[src/rtl/conv_window_buffer.sv]
// rtl/conv_window_buffer.sv - KxK sliding window generator over a raster pixel stream
// Optional CONV_FRAME_SYNC_EN adds the sof input for frame realignment.

module conv_window_buffer #(
  parameter int BITS        = 9,
  parameter int KERNEL_SIZE = 3,
  parameter int IMG_WIDTH   = 32,
  parameter int IMG_HEIGHT  = 32
) (
  input  logic                                  clk,
  input  logic                                  rst,
  input  logic [BITS-1:0]                       pixel_in,
  input  logic                                  pixel_valid,
`ifdef CONV_FRAME_SYNC_EN
  input  logic                                  sof,
`endif
  output logic [KERNEL_SIZE*KERNEL_SIZE*BITS-1:0] window_out,
  output logic                                  window_valid
);

  localparam int K  = KERNEL_SIZE;
  localparam int NL = K - 1;
  localparam int CW = (IMG_WIDTH  > 1) ? $clog2(IMG_WIDTH)  : 1;
  localparam int RW = (IMG_HEIGHT > 1) ? $clog2(IMG_HEIGHT) : 1;

  logic [BITS-1:0] r_line [NL][IMG_WIDTH];
  logic [BITS-1:0] r_win  [K][K];
  logic [CW-1:0]   r_col;
  logic [RW-1:0]   r_row;
  logic            r_valid;

  logic [CW-1:0]   w_col;
  logic [RW-1:0]   w_row;
  logic            w_accept;
  logic            w_sof;
  logic [BITS-1:0] w_tap    [NL];
  logic [BITS-1:0] w_newcol [K];

  assign w_accept = pixel_valid & ~rst;

`ifdef CONV_FRAME_SYNC_EN
  assign w_sof = sof & pixel_valid;
`else
  assign w_sof = 1'b0;
`endif

  // Effective position of the current pixel; sof relabels it as (0,0).
  always_comb begin
    w_col = r_col;
    w_row = r_row;
    if (w_sof) begin
      w_col = '0;
      w_row = '0;
    end
  end

  // Line buffers are addressed by column, so each tap is the pixel directly above.
  for (genvar j = 0; j < NL; j++) begin : g_tap
    assign w_tap[j] = r_line[j][w_col];
  end

  for (genvar r = 0; r < K; r++) begin : g_newcol
    if (r == K - 1) begin : g_cur
      assign w_newcol[r] = pixel_in;
    end else begin : g_buf
      assign w_newcol[r] = w_tap[K-2-r];
    end
  end

  always_ff @(posedge clk) begin
    if (w_accept) begin
      r_line[0][w_col] <= pixel_in;
      for (int j = 1; j < NL; j++) begin
        r_line[j][w_col] <= w_tap[j-1];
      end
    end
  end

  always_ff @(posedge clk) begin
    if (rst) begin
      r_col   <= '0;
      r_row   <= '0;
      r_valid <= 1'b0;
      for (int r = 0; r < K; r++) begin
        for (int c = 0; c < K; c++) begin
          r_win[r][c] <= '0;
        end
      end
    end else begin
      r_valid <= pixel_valid && (w_row >= RW'(K-1)) && (w_col >= CW'(K-1));
      if (pixel_valid) begin
        for (int r = 0; r < K; r++) begin
          for (int c = 0; c < K - 1; c++) begin
            r_win[r][c] <= r_win[r][c+1];
          end
          r_win[r][K-1] <= w_newcol[r];
        end
        if (w_col == CW'(IMG_WIDTH-1)) begin
          r_col <= '0;
          r_row <= (w_row == RW'(IMG_HEIGHT-1)) ? '0 : w_row + 1'b1;
        end else begin
          r_col <= w_col + 1'b1;
          r_row <= w_row;
        end
      end
    end
  end

  for (genvar r = 0; r < K; r++) begin : g_pack_r
    for (genvar c = 0; c < K; c++) begin : g_pack_c
      assign window_out[(r*K+c)*BITS +: BITS] = r_win[r][c];
    end
  end

  assign window_valid = r_valid;

endmodule
[config.mk]
export PLATFORM = sky130hd
export DESIGN_NAME = conv_window_buffer
export DESIGN_NICKNAME = d
export VERILOG_FILES = /design/src/rtl/conv_window_buffer.sv
export SDC_FILE = /design/constraint.sdc
export NUM_CORES = 1
export LEC_CHECK = 0
export BUFFER_PORTS_ARGS = -buffer_cell sky130_fd_sc_hd__buf_2
export CORE_MARGIN = 5
export CORE_UTILIZATION = 55
export CTS_BUF_LIST = sky130_fd_sc_hd__clkbuf_8
export DETAILED_ROUTE_END_ITERATION = 10
export PLACE_DENSITY_LB_ADDON = 0.1
export SLEW_MARGIN = 25
export SYNTH_ARGS = -nofsm -noshare
export SYNTH_HDL_FRONTEND = slang
export SYNTH_SLANG_ARGS = --single-unit
[constraint.sdc]
create_clock -name clk -period 8.3 [get_ports clk]
set_input_delay 1.245 -clock clk [delete_from_list [all_inputs] [get_ports clk]]
set_output_delay 1.245 -clock clk [all_outputs]
set_load 0.01 [all_outputs]
==> flow_metrics.env <==
export IMPL_first_global_vias=13400
export IMPL_clkSlewWorstSetupHoldPaths_ns=0.06
export IMPL_synth_area_leader_cell="edfxtp_1"
export IMPL_worst_ir_drop_vdd_mv=0.136
export IMPL_clock_tree_htree_level_count=3
export IMPL_die_width_microns=226
export IMPL_final_worst_path_period_share_pct=49.1
export IMPL_clk_insertion_delay_late_ns=0.70
export IMPL_postSynth_asyncResetShare_pct=0
export IMPL_rsz_0062_raised_after_global_routing="false"
export IMPL_grt_max_degree=128
export IMPL_antenna_left=0
export IMPL_io_buffer_count=93
export IMPL_synth_top_area_share_pct=77.0
export IMPL_routed_via_count=13900
export IMPL_ys_warnings_count=0
export IMPL_drc_errors=0
export IMPL_ys_flop_type="edfxtp_1"
export IMPL_final_net_count=1616
export IMPL_grt_antenna_before_repair=0
export IMPL_routed_via_density=6.08
export IMPL_timing_fmax_mhz=246
export IMPL_grtUsageTotal_pct=24.8
export IMPL_ys_top_cells_by_count="edfxtp_1 (657), mux2i_1 (291), o22ai_1 (143), and2_1 (63), nor2_1 (58)"
export IMPL_synth_cell_area_sq_um=25600
export IMPL_smallest_setup_slack_after_layout_ns=4.23
export IMPL_maxSlewHeadroom_pct=26.6
export IMPL_cts_inserted_buffers=105
export IMPL_max_cap_viols=0
export IMPL_grt_pass1_wl_microns=91000
export IMPL_criticalPathCategory="flip-flop to flip-flop"
export IMPL_hpwlAfterDp_microns=34600
export IMPL_post_synthesis_net_count=1451
export IMPL_pwr_density_cell_nw_per_um2=229
export IMPL_timing_hold_violations_final=0
export IMPL_worst_min_path_class="flip-flop to flip-flop"
export IMPL_post_cts_hold_buffer_count=0
export IMPL_synthesis_area_per_instance_sq_um=17.9
export IMPL_startpoint_class_of_the_critical_path="flip-flop"
export IMPL_synthCells=1431
export IMPL_timing_clock_skew_ns=0.0351
export IMPL_growth_of_design_area_from_synthesis_to_finish_pct=12.5
export IMPL_regArea_sq_um=20000
export IMPL_seq_area_frac_synth_pct=77.8
export IMPL_num_io_pins=94
export IMPL_antenna_cells=0
export IMPL_clk_path_buf_depth=3
export IMPL_n_fill_cell=3313
export IMPL_setup_tns_final_ns=0
export IMPL_cp_arrival_ns=4.25
export IMPL_synth_top_cells_by_area="edfxtp_1 (77%), mux2i_1 (11%), o22ai_1 (3.5%)"
export IMPL_clock_sink_count=668
export IMPL_design_die_area_sq_um=51000
export IMPL_placement_rows=79
export IMPL_flip_flop_and_latch_count_after_synthesis=668
export IMPL_worst_endpoint_required_ns=8.48
export IMPL_power_leakage_nw=9.42
export IMPL_post_route_cells_drive_above_1_share_pct=18.4
export IMPL_clock_tree_root_cell="clkbuf_8"
export IMPL_cts_resized=0
export IMPL_routed_wl_microns=63400
export IMPL_report_final_slew_viol_count=0
export IMPL_drt_initial_drc_count=1564
export IMPL_post_route_min_period_ns=4.07
export IMPL_cts_tree="done"
export IMPL_yosysMostFrequentCell="edfxtp_1"
export IMPL_wire_per_inst_microns=27.8
export IMPL_number_of_flops_mapped_to_enable_cells_by_yosys=657
export IMPL_drt_pass_1_iters=5
export IMPL_placeableCoreArea_sq_um=46400
export IMPL_status="finished, final reports clean"
export IMPL_post_cts_setup_buffer_count=0
export IMPL_overflow=0
export IMPL_place_congestion=0.805
export IMPL_area_of_the_multi_input_gates_sq_um=5450
export IMPL_crit_fanout=32
export IMPL_die_height_microns=226
export IMPL_floorplan_initialDensity_pct=55.3
export IMPL_pre_cts_ws_ns=3.99
export IMPL_setup_viol_count_final=0
export IMPL_worst_setup_path_end_kind="flip-flop"
export IMPL_tightestPinTransition_ns=1.09
export IMPL_post_synth_num_cell_types=40
[area by class of cell]
type                    count  area share (%)
flip-flops and latches    668            69.2
multi-input cells         679            18.9
well taps                 607            2.63
clock buffers             105            5.01
clock inverters            83            1.30
repair buffers            139            2.92
inverters                   3          0.0390
[flip-flops by register name, indices dropped and copies added (netlist names)]
signal and cells:
r_line 576, r_win 81, window_valid 1, r_col 5, r_row 5
[power breakdown]
part / internal (W) / switching [W] / leakage [nW]
Combinational: 0.000117 / 0.000243 / 2.16
Sequential: 0.00379 / 0.0000255 / 6.17
Clock: 0.00118 / 0.00124 / 1.08
Total: 0.00509 / 0.00150 / 9.42
[per-stage QoR]
step | power (W) | utilization [%] | cell area, sq um | hold slack (ns) | instances
after floorplan | 0.00409 | - | 25600 | 0.454 | 1431
after global placement | 0.00423 | 58.2 | 27000 | 0.480 | 2095
after detailed placement | 0.00424 | 58.2 | 27000 | 0.494 | 2095
after CTS | 0.00664 | 62.1 | 28800 | 0.512 | 2283
after global routing | 0.00683 | 62.2 | 28800 | 0.563 | 2284
final | 0.00659 | 62.2 | 28800 | 0.509 | 2284
[worst max-delay path, cell delays in order, from the launching register on]
cell,delay (ns)
dfxtp_1,0.84
nand4b_1,0.57
buf_4,0.39
o22ai_1,0.10
nor4_1,0.82
nand2_1,0.81
[logic make-up (layout without fill, tap and decap cells)]
logic type / count (synthesis) / count (layout) / share of synthesized area (%)
flops: 668 / 668 / 77.8
fa+ha+maj: 8 / 8 / 0.391
compound gates: 175 / 175 / 4.22
buf+inv: 84 / 330 / 1.64
simple gates: 205 / 205 / 4.55
mux: 291 / 291 / 11.4
[cells in the final DEF, fill, tap and decap left out, drive strengths merged, types with 27 or more instances in the layout]
cell type,n
inv,47
clkbuf,105
nor2,58
edfxtp,657
and2,63
o22ai,144
mux2i,291
buf,139
clkinv,37
nor4,27
[worst paths after layout]
kind / start / end / slack [ns] / depth (start not counted)
setup / recovery: r_col[0]$_SDFFE_PP0P_ / r_line[0][470]$_DFFE_PP_ / 4.23 / 5
hold / removal: r_row[3]$_SDFFE_PP0P_ / r_row[3]$_SDFFE_PP0P_ / 0.51 / 2
hold reg to reg: r_row[3]$_SDFFE_PP0P_ / r_row[3]$_SDFFE_PP0P_ / 0.51 / 2
setup reg to reg: r_col[0]$_SDFFE_PP0P_ / r_line[0][470]$_DFFE_PP_ / 4.23 / 5
[per-layer routing]
layer  wire length (microns)  part of all wire (%)  GRT usage [%]
met1                   26700                    42           36.4
met4                    1830                   2.9           7.56
met3                    5340                   8.4           4.89
met2                   29600                    47           38.3
met5                       0                     0              0
(Power assumes the default switching activity.)
